<file path="config.mk">
export PLATFORM = sky130hd
export DESIGN_NAME = btn_spi_sequencer_flat
export DESIGN_NICKNAME = d
export VERILOG_FILES = /design/src/rtl/spi_pkg.sv /design/src/rtl/btn_spi_sequencer_if.sv /design/src/rtl/btn_edge_pending.sv /design/src/rtl/btn_spi_sequencer.sv /design/src/flat_wrapper.sv
export SDC_FILE = /design/constraint.sdc
export NUM_CORES = 1
export LEC_CHECK = 0
export ABC_AREA = 1
export BUFFER_PORTS_ARGS = -buffer_cell sky130_fd_sc_hd__buf_2
export CAP_MARGIN = 20
export CORE_AREA = 2 2 70 72
export DETAILED_ROUTE_END_ITERATION = 8
export DIE_AREA = 0 0 72 74
export PLACE_DENSITY = 0.67
export SYNTH_ARGS = -nofsm -noshare
export SYNTH_HDL_FRONTEND = slang
export SYNTH_HIERARCHICAL = 1
export SYNTH_SLANG_ARGS = --single-unit
</file>
<file path="constraint.sdc">
create_clock -name clk -period 1.8 [get_ports clk]
set_clock_uncertainty 0.2 [all_clocks]
set_input_delay 0.36 -clock clk [delete_from_list [all_inputs] [get_ports clk]]
set_output_delay 0.36 -clock clk [all_outputs]
set_load 0.01 [all_outputs]
</file>
<file path="src/rtl/spi_pkg.sv">
// ---------------------------------------------------------------------------
// spi_pkg
// Shared definitions for the button-to-SPI sequencer:
//   - FSM state encoding (IDLE / LAUNCH / WAIT, 2 bits)
//   - default SPI word width
//   - command-word layout: button index in the MSBs, switch payload in the LSBs
// ---------------------------------------------------------------------------
package spi_pkg;

   localparam int DEFAULT_DATA_W = 8;

   // FSM encoding kept as plain constants so older tools and netlists
   // that grep for the numeric state values keep working.
   localparam logic [1:0] ST_IDLE   = 2'd0;
   localparam logic [1:0] ST_LAUNCH = 2'd1;
   localparam logic [1:0] ST_WAIT   = 2'd2;

   // Command word: {index, payload}. The caller truncates the result to its
   // word width. Words wider than 32 bits are not supported by this helper.
   function automatic logic [31:0] cmd_word(input logic [31:0] idx,
                                            input logic [31:0] payload,
                                            input int unsigned payload_w);
      return (idx << payload_w) | payload;
   endfunction

endpackage

</file>
<file path="src/rtl/btn_spi_sequencer_if.sv">
// ---------------------------------------------------------------------------
// btn_spi_sequencer_if
// Handshake bundle between the sequencer and the SPI master core.
//   spi_start    sequencer -> SPI  one-cycle launch pulse
//   spi_tx_data  sequencer -> SPI  command word
//   spi_busy     SPI -> sequencer  SPI master busy level
//   spi_done     SPI -> sequencer  one-cycle transfer-complete pulse
//   spi_rx_data  SPI -> sequencer  received word, valid with spi_done
// Modports: master = sequencer side, slave = SPI core side.
// ---------------------------------------------------------------------------
interface btn_spi_sequencer_if
   import spi_pkg::*;
#(
   parameter int DATA_W = DEFAULT_DATA_W
) ();

   logic              spi_start;
   logic [DATA_W-1:0] spi_tx_data;
   logic              spi_busy;
   logic              spi_done;
   logic [DATA_W-1:0] spi_rx_data;

   modport master (
      output spi_start,
      output spi_tx_data,
      input  spi_busy,
      input  spi_done,
      input  spi_rx_data
   );

   modport slave (
      input  spi_start,
      input  spi_tx_data,
      output spi_busy,
      output spi_done,
      output spi_rx_data
   );

endinterface

</file>
<file path="src/rtl/btn_edge_pending.sv">
// ---------------------------------------------------------------------------
// btn_edge_pending
// Rising-edge detect on debounced buttons plus a per-button pending flag.
//   clk        in   system clock
//   rst_n      in   synchronous active-low reset
//   btn_db_i   in   debounced button levels (clk domain)
//   clr_i      in   one-hot clear from the arbiter's grant
//   pending_o  out  outstanding-press flags
// A new press arriving on the same edge as its own grant is kept (set wins).
// Repeated presses on a flag that is already set merge into one request.
// ---------------------------------------------------------------------------
module btn_edge_pending #(
   parameter int NUM_BTN = 4
) (
   input  logic               clk,
   input  logic               rst_n,
   input  logic [NUM_BTN-1:0] btn_db_i,
   input  logic [NUM_BTN-1:0] clr_i,
   output logic [NUM_BTN-1:0] pending_o
);

   logic [NUM_BTN-1:0] btn_prev_q;
   logic [NUM_BTN-1:0] pending_q;
   logic [NUM_BTN-1:0] pending_d;
   logic [NUM_BTN-1:0] rise;

   always_comb begin
      rise      = btn_db_i & ~btn_prev_q;
      pending_d = (pending_q & ~clr_i) | rise;
   end

   // btn_prev clears on reset, so a button held through reset release is
   // seen as a press on the first active cycle.
   always_ff @(posedge clk) begin
      if (!rst_n) begin
         btn_prev_q <= '0;
         pending_q  <= '0;
      end else begin
         btn_prev_q <= btn_db_i;
         pending_q  <= pending_d;
      end
   end

   assign pending_o = pending_q;

endmodule

</file>
<file path="src/rtl/btn_spi_sequencer.sv">
// ---------------------------------------------------------------------------
// btn_spi_sequencer
// Turns debounced button presses into SPI master transactions. Pending
// presses are arbitrated (lowest index first), one transfer is launched with
// command word {index, sw_data}, and the received word is returned. A timeout
// guard abandons a transfer whose spi_done never arrives.
//   clk          in   system clock
//   rst_n        in   synchronous active-low reset
//   btn_db       in   debounced button levels, active-high
//   sw_data      in   switch payload, sampled at grant
//   spi          if   master side of the SPI handshake bundle
//   rx_data_q    out  last received word, held
//   rx_valid     out  one-cycle pulse when rx_data_q updates
//   active_idx   out  index of the granted / most recently granted button
//   pending      out  outstanding-press flags
//   err_timeout  out  sticky timeout flag (cleared only by reset)
// Legal parameters: NUM_BTN 2..8, DATA_W > IDX_W (and <= 32), TIMEOUT_CYC >= 2.
// ---------------------------------------------------------------------------
module btn_spi_sequencer
   import spi_pkg::*;
#(
   parameter int  NUM_BTN     = 4,
   parameter int  DATA_W      = DEFAULT_DATA_W,
   parameter int  TIMEOUT_CYC = 4096,
   localparam int IDX_W       = $clog2(NUM_BTN)
) (
   input  logic                    clk,
   input  logic                    rst_n,
   input  logic [NUM_BTN-1:0]      btn_db,
   input  logic [DATA_W-IDX_W-1:0] sw_data,
   btn_spi_sequencer_if.master     spi,
   output logic [DATA_W-1:0]       rx_data_q,
   output logic                    rx_valid,
   output logic [IDX_W-1:0]        active_idx,
   output logic [NUM_BTN-1:0]      pending,
   output logic                    err_timeout
);

   localparam int PAY_W = DATA_W - IDX_W;
   localparam int CNT_W = $clog2(TIMEOUT_CYC);

   logic [1:0]         state_q,  state_d;
   logic [CNT_W-1:0]   cnt_q,    cnt_d;
   logic [DATA_W-1:0]  tx_q,     tx_d;
   logic [IDX_W-1:0]   idx_q,    idx_d;
   logic [DATA_W-1:0]  rxq_q,    rxq_d;
   logic               rxv_q,    rxv_d;
   logic               err_q,    err_d;

   logic [NUM_BTN-1:0] pend_w;
   logic [NUM_BTN-1:0] clr;
   logic [IDX_W-1:0]   winner;

   btn_edge_pending #(
      .NUM_BTN (NUM_BTN)
   ) u_edge_pending (
      .clk       (clk),
      .rst_n     (rst_n),
      .btn_db_i  (btn_db),
      .clr_i     (clr),
      .pending_o (pend_w)
   );

   // Fixed-priority pick: scan from the top so the lowest set index wins.
   always_comb begin
      winner = '0;
      for (int i = NUM_BTN - 1; i >= 0; i--) begin
         if (pend_w[i]) winner = IDX_W'(i);
      end
   end

   always_comb begin
      state_d = state_q;
      cnt_d   = cnt_q;
      tx_d    = tx_q;
      idx_d   = idx_q;
      rxq_d   = rxq_q;
      rxv_d   = 1'b0;
      err_d   = err_q;
      clr     = '0;
      case (state_q)
         ST_IDLE: begin
            if ((|pend_w) && !spi.spi_busy) begin
               idx_d      = winner;
               clr[winner] = 1'b1;
               tx_d       = DATA_W'(cmd_word(32'(winner), 32'(sw_data), PAY_W));
               state_d    = ST_LAUNCH;
            end
         end
         ST_LAUNCH: begin
            cnt_d   = '0;
            state_d = ST_WAIT;
         end
         ST_WAIT: begin
            // Done is tested first so a completion on the last allowed
            // cycle still counts as a successful transfer.
            if (spi.spi_done) begin
               rxq_d   = spi.spi_rx_data;
               rxv_d   = 1'b1;
               state_d = ST_IDLE;
            end else if (cnt_q == CNT_W'(TIMEOUT_CYC - 1)) begin
               err_d   = 1'b1;
               state_d = ST_IDLE;
            end else begin
               cnt_d = cnt_q + CNT_W'(1);
            end
         end
         default: state_d = ST_IDLE;
      endcase
   end

   always_ff @(posedge clk) begin
      if (!rst_n) begin
         state_q <= ST_IDLE;
         cnt_q   <= '0;
         tx_q    <= '0;
         idx_q   <= '0;
         rxq_q   <= '0;
         rxv_q   <= 1'b0;
         err_q   <= 1'b0;
      end else begin
         state_q <= state_d;
         cnt_q   <= cnt_d;
         tx_q    <= tx_d;
         idx_q   <= idx_d;
         rxq_q   <= rxq_d;
         rxv_q   <= rxv_d;
         err_q   <= err_d;
      end
   end

   // Start is decoded from the registered state, so it drops on the same
   // edge that reset or the FSM leaves LAUNCH.
   assign spi.spi_start   = (state_q == ST_LAUNCH);
   assign spi.spi_tx_data = tx_q;
   assign rx_data_q       = rxq_q;
   assign rx_valid        = rxv_q;
   assign active_idx      = idx_q;
   assign pending         = pend_w;
   assign err_timeout     = err_q;

endmodule

</file>
<file path="src/flat_wrapper.sv">
// flat-port wrapper written by rule: the top's interface ports become plain ports
module btn_spi_sequencer_flat import spi_pkg::*;
#(
   parameter int  NUM_BTN     = 4,
   parameter int  DATA_W      = DEFAULT_DATA_W,
   parameter int  TIMEOUT_CYC = 4096,
   localparam int IDX_W       = $clog2(NUM_BTN)
)
  (clk, rst_n, btn_db, sw_data, rx_data_q, rx_valid, active_idx, pending, err_timeout, spi_spi_start, spi_spi_tx_data, spi_spi_busy, spi_spi_done, spi_spi_rx_data);
  btn_spi_sequencer_if #(.DATA_W(DATA_W)) spi_i ();
  input  logic clk;
  input  logic rst_n;
  input  logic [NUM_BTN-1:0] btn_db;
  input  logic [DATA_W-IDX_W-1:0] sw_data;
  output logic [DATA_W-1:0] rx_data_q;
  output logic rx_valid;
  output logic [IDX_W-1:0] active_idx;
  output logic [NUM_BTN-1:0] pending;
  output logic err_timeout;
  output wire logic [$bits(spi_i.spi_start)-1:0] spi_spi_start;
  output wire logic [$bits(spi_i.spi_tx_data)-1:0] spi_spi_tx_data;
  input wire logic [$bits(spi_i.spi_busy)-1:0] spi_spi_busy;
  input wire logic [$bits(spi_i.spi_done)-1:0] spi_spi_done;
  input wire logic [$bits(spi_i.spi_rx_data)-1:0] spi_spi_rx_data;
  assign spi_spi_start = spi_i.spi_start;
  assign spi_spi_tx_data = spi_i.spi_tx_data;
  assign spi_i.spi_busy = spi_spi_busy;
  assign spi_i.spi_done = spi_spi_done;
  assign spi_i.spi_rx_data = spi_spi_rx_data;
  btn_spi_sequencer #(.NUM_BTN(NUM_BTN), .DATA_W(DATA_W), .TIMEOUT_CYC(TIMEOUT_CYC)) u_core (.clk(clk), .rst_n(rst_n), .btn_db(btn_db), .sw_data(sw_data), .spi(spi_i), .rx_data_q(rx_data_q), .rx_valid(rx_valid), .active_idx(active_idx), .pending(pending), .err_timeout(err_timeout));
endmodule
</file>
==> impl_metrics.yaml, run 1 <==
global_route:
  grt_pass1_vias: 1500
  overflow: 0
  grt_first_pass_wirelength_um: 6610
  grt_max_degree: 30
  antenna_found_initial: 0
  track_usage_pct: 15.9
critical_path:
  path_max_fanout: 5
  worst_ep_required_time_ps: 1780
  endpoint_kind: "flip-flop"
  slowest_stage: "dfxtp_1"
  worstPathCellList: "inv_1 > ha_1 > nand2_2 > inv_2 > nor2_4 > buf_4 > nand2_2 > o21ai_0 > nor2_1"
  max_stage_delay_ps: 370
  startpoint_type: "flip-flop"
  r2r-start: "u_core/state_q[0]"
  rr_worst_depth: 9
  r2r-end: "u_core/cnt_q[0]"
  cpMostUsedCell: "nand2_2"
  critPathKind: "reg2reg"
  crit_arrival_ps: 1660
  reg2reg_setup_slack_ps: 130
die:
  core_area_um2: 4600
  die-height_um: 74
  num_rows: 25
  start_util_pct: 43.0
  die-area_um2: 5330
  io_pins: 47
  chipWidth_um: 72
worst_hold_path:
  whs_endpoint: "u_core/u_edge_pending/btn_prev_q[0]"
  hp-start: "btn_db[0]"
  holdPathStages: 3
  holdCritPathClass: "in2reg"
clocking:
  cts.htree.levels: 2
  path_clk_slew_ps: 80
  clockBufferDepth: 2
  ctsRootBufferMaster: "clkbuf_8"
  cts_tree: "built"
  cts_made_buffers: 5
  holdBufCountCts: 0
  clock-sinks: 40
  clk-insertion-delay-late_ps: 290
sta:
  tns_ps: 0
  min_period_ps: 1670
  worstMarginPinSlew_ps: 507
  worst_slew_margin_rel_pct: 66.2
  drv_slew: 0
  hold_viol_final: 0
  fmax_mhz: 598
  setup_viol: 0
  rsz0062_at_grt: "no"
  setup_slack_ps: 128
  fin_crit_sh_pct: 92.9
synthesis:
  synth_xor_area_share_pct: 0
  yosysSeqAreaShare_pct: 40.5
  synth_top_family_by_area: "simple AND/OR/NAND/NOR gates"
  muxShareOfSynthArea_pct: 0
  synth-compound-area-share_pct: 7.79
  syn_nets: 310
  synth-simple-area-share_pct: 39.1
  synth.top_cell.area_share_pct: 40.5
  netlist_top_cells_area: "dfxtp_1 41%, nand2_1 14%, nor2_1 7.8%, nand3_1 7.6%, inv_1 5.9%"
  yosysTopAreaCell: "dfxtp_1"
  ys_types: 25
  yosysWarnings: 6
  synth_seq_cells: 40
  synth_fa_ha_area_share_pct: 2.53
  netlist_area_um2: 1980
  synth_area_per_cell_um2: 6.96
  synth_cells: 284
detailed_routing:
  routedWlPerCell_um: 10.7
  vias: 1854
  drtAntennaViolNets: 0
  first_pass_iters: 4
  drc: 0
  vias_per_cell: 4.72
  drt_iter0_drc: 65
  routed_wl_um: 4220
cells_and_area:
  synthToLayoutAreaGrowth_pct: 22.0
  drive_gt1_share_pct: 25.7
  antenna_cells: 0
  fin_nets: 364
placed_design:
  place_ws_ps: 36.5
  dp_hpwl_um: 2970
  portBuffers: 46
  globalplace.congestion: 0.895
power:
  leakagePower_nw: 1.07
  p_per_area_nw_per_um2: 846
  peakVddDrop_mv: 0.398
outcome:
  status: "finished clean"
job:
  drv_cap: 0
==> routing by layer <==
layer,routed length [um],up-vias,GRT usage [%]
met5,0,-,0
met4,82,0,7.55
met3,190,9,4.34
met2,1910,40,25.1
met1,2040,804,20.3
li1,-,1001,-
==> layout by cell type (no fill, tap or decap), drive strengths merged <==
cell type / Yosys / routed
clkbuf: 2 / 7
nand2: 76 / 76
nand3: 33 / 33
ha: 4 / 4
a21oi: 19 / 19
nor4: 1 / 1
nor3: 3 / 3
a31oi: 1 / 1
buf: 8 / 57
inv: 33 / 33
clkinv: 1 / 1
nand4: 3 / 3
nand3b: 1 / 1
nor2: 50 / 50
dfxtp: 40 / 40
clkinvlp: 0 / 1
o21ai: 9 / 9
==> through the flow <==
step | hold slack [ps] | cells | instance area, um^2 | util [%] | power [mW]
after floorplan | 240 | 284 | 1980 | - | 1.28
after global placement | 248 | 382 | 2260 | 49.2 | 1.40
after detailed placement | 250 | 382 | 2260 | 49.2 | 1.41
after CTS | 48.2 | 390 | 2360 | 51.4 | 2.05
final | 60.5 | 393 | 2410 | 52.4 | 2.04
after global routing | 55.6 | 393 | 2410 | 52.4 | 2.17
==> cell usage after synthesis <==
| cell type | count |
|---|---|
| nand2_1 | 72 |
| nor2_1 | 41 |
| dfxtp_1 | 40 |
| inv_1 | 31 |
| nand3_1 | 30 |
| a21oi_1 | 17 |
| o21ai_0 | 9 |
| nor2_4 | 5 |
| buf_4 | 4 |
| ha_1 | 4 |
| nand2_2 | 4 |
| nor2_2 | 4 |
| nand3_2 | 3 |
| nor3_1 | 3 |
| a21oi_2 | 2 |
| buf_2 | 2 |
| buf_6 | 2 |
| clkbuf_1 | 2 |
| inv_2 | 2 |
| nand4_1 | 2 |
| a31oi_1 | 1 |
| clkinv_1 | 1 |
| nand3b_1 | 1 |
| nand4_4 | 1 |
| nor4_1 | 1 |
==> layout make-up <==
class,count,area (um^2)
fill,455,2190
multi-input combinational,200,995
sequential,40,802
timing repair buffer,57,325
inverter,34,128
clock buffer,7,86.3
tap,54,67.6
clock inverter,1,7.51
==> report_power, final <==
group	switching (mW)	total [mW]	leakage (nW)	internal, mW
clock network	0.318	0.630	0.0445	0.312
registers	0.0473	0.992	0.327	0.945
logic	0.242	0.418	0.700	0.175
total	0.608	2.04	1.07	1.43
==> registers in the layout, indices dropped and copies added, names as in the netlist <==
register and count:
u_core/u_edge_pending/btn_prev_q 4, u_core/cnt_q 12, u_core/spi.spi_tx_data 8, u_core/state_q 2
u_core/err_timeout 1, u_core/u_edge_pending/pending_o 4, u_core/rx_data_q 8, u_core/rx_valid 1
==> critical path, delay by kind of cell (launching register included) <==
kind	cells	cell delay, ps
flops	1	370
simple gates	4	320
buf+inv	3	270
fa+ha+maj	1	240
compound gates	1	160
==> worst max-delay path by stage <==
| stage | start | cells past startpoint | end | slack (ps) |
|---|---|---|---|---|
| 2_1_floorplan | u_core/state_q[0] | 10 | u_core/cnt_q[10] | 150 |
| 5_1_grt | u_core/state_q[0] | 9 | u_core/cnt_q[0] | 20 |
| 6_report | u_core/state_q[0] | 9 | u_core/cnt_q[0] | 130 |
| 4_1_cts | u_core/cnt_q[0] | 7 | u_core/cnt_q[3] | 40 |
| 3_5_place_dp | u_core/state_q[1] | 9 | u_core/cnt_q[10] | 40 |
| 3_3_place_gp | u_core/state_q[0] | 10 | u_core/cnt_q[1] | 50 |
==> cells by family (layout without fill, tap and decap cells) <==
group | after synthesis | in the layout
AOI/OAI and AO/OA | 29 | 29
and+or+nand+nor | 167 | 167
buffers and inverters | 44 | 99
adders and majority gates | 4 | 4
DFF | 40 | 40
==> what timing repair did <==
item                       in CTS  in global routing
resized for setup               1                  3
pin swaps                       0                  3
cloned                          0                  0
setup buffers                   0                  3
setup endpoints to repair       3                 13
Note: power is estimated with default switching activity, not from simulation.
==> inputs of run 2 (changes only) <==
- clock period: 1.8 -> 1.6 ns (I/O delays scaled with it)
==> impl_metrics.yaml, run 2 (synthesized netlist as in run 1, its figures left out) <==
cells_and_area:
  fin_nets: 381
  drive_gt1_share_pct: 35.1
  antenna_cells: 0
  final_cell_mix: "72 x nand2_1, 45 x buf_2, 39 x nor2_1"
  fillers: 408
  largest_reg_flops: 12
  synthToLayoutAreaGrowth_pct: 35.6
  final_area_um2: 2680
  final_common_cell: "nand2_1"
  regMostFlops: "u_core/cnt_q"
  final_cells: 410
critical_path:
  crit_path_start: "u_core/cnt_q[1]"
  path_max_fanout: 6
  reg2reg_setup_slack_ps: -20
  crit_arrival_ps: 1650
  worst_ep_required_time_ps: 1630
  startpoint_type: "flip-flop"
  rr_worst_depth: 8
  r2r-end: "u_core/cnt_q[8]"
  critPathKind: "reg2reg"
  endpoint_kind: "flip-flop"
  r2r-start: "u_core/cnt_q[1]"
outcome:
  violations: "negative setup slack"
  status: "finished with violations"
die:
  chipWidth_um: 72
  start_util_pct: 43.0
  io_pins: 47
  num_rows: 25
  die-area_um2: 5330
  core_area_um2: 4600
  die-height_um: 74
sta:
  worst_slew_margin_rel_pct: 78.6
  rsz0062_at_grt: "yes"
  min_period_ps: 1620
  setup_viol: 2
  fmax_mhz: 618
  tns_ps: -29.2
  hold_slack_ps: 19.0
  drv_slew: 0
  hold_viol_final: 0
  worstMarginPinSlew_ps: 319
  fin_crit_sh_pct: 101
  setup_slack_ps: -18.3
worst_hold_path:
  hp-start: "btn_db[2]"
  holdCritPathClass: "in2reg"
  holdPathStages: 3
  whs_endpoint: "u_core/u_edge_pending/btn_prev_q[2]"
clocking:
  holdBufCountCts: 0
  clock-sinks: 40
  clk-insertion-delay-late_ps: 290
  path_clk_slew_ps: 70
  ctsRootBufferMaster: "clkbuf_8"
  clockBufferDepth: 2
  cts.htree.levels: 2
  cts_tree: "built"
  cts_made_buffers: 5
global_route:
  use_met2_pct: 27.7
  grt_use_met1_pct: 22.5
  antenna_found_initial: 0
  overflow: 0
  grt_max_degree: 18
  grt-busiest-layer: "met2"
  grt_pass1_vias: 1715
  grt_first_pass_wirelength_um: 7270
  met3_usage_pct: 4.07
  track_usage_pct: 17.5
detailed_routing:
  drtAntennaViolNets: 0
  first_pass_iters: 5
  routed_wl_um: 4790
  drc: 0
  drt_iter0_drc: 171
  vias: 1940
  routedWlPerCell_um: 11.7
  vias_per_cell: 4.73
placed_design:
  dp_hpwl_um: 3190
  placed_cell_area_um2: 2360
  globalplace.congestion: 0.888
  place_inst: 394
  portBuffers: 46
power:
  p_per_area_nw_per_um2: 878
  peakVddDrop_mv: 0.639
  leakagePower_nw: 1.20
job:
  drv_cap: 0
[run 2: through the flow]
step           setup WS (ps)  total power, mW  utilization [%]
3_5_place_dp           -39.1             1.62             51.4
3_3_place_gp            17.4             1.61             51.4
5_1_grt                -93.8             2.51             58.3
2_1_floorplan           9.06             1.45                -
6_report               -18.3             2.35             58.3
4_1_cts                -7.29             2.29             53.5
[run 2: how the worst max path moves through the flow]
stage | end | cells after the start
floorplan | u_core/u_edge_pending/pending_o[3] | 9
global placement | u_core/cnt_q[4] | 7
detailed placement | u_core/cnt_q[4] | 7
CTS | u_core/cnt_q[5] | 8
global route | u_core/cnt_q[7] | 8
finish | u_core/cnt_q[8] | 8
[run 2: cell type report]
class                      instances  area (um^2)  area share (%)
sequential                        40          808            30.2
multi-input combinational        200         1090            40.9
inverter                          34          139            5.18
clock buffer                       7         76.3            2.85
timing repair buffer              74          484            18.1
tap                               54         67.6            2.52
clock inverter                     1         8.76           0.327
[run 2: what timing repair did]
action,4_1_cts,5_1_grt
buffers inserted,0,6
gates cloned,0,2
resized for setup,3,34
pin swaps,1,8
setup endpoints to repair,9,17
[run 2: routing by layer]
metal | routed length (um) | share of wire (%) | vias up
met2 | 2250 | 47 | 54
met1 | 2160 | 45 | 842
met5 | 0 | 0 | -
met4 | 133 | 2.8 | 0
met3 | 253 | 5.3 | 11
li1 | - | - | 1033
[run 2: worst max-delay path, cell delays in order (launching register included)]
cell     delay [ps]
dfxtp_2         360
ha_4            150
nand2_4          60
nor2_4          170
nand4_4         180
buf_12          200
nand3_1          70
nand2_1          60
a21oi_1         110
[run 2: report_power, final]
group / total (mW) / switching (mW) / internal (mW)
logic: 0.583 / 0.316 / 0.266
registers: 1.11 / 0.0475 / 1.06
clock network: 0.658 / 0.347 / 0.311
total: 2.35 / 0.711 / 1.64
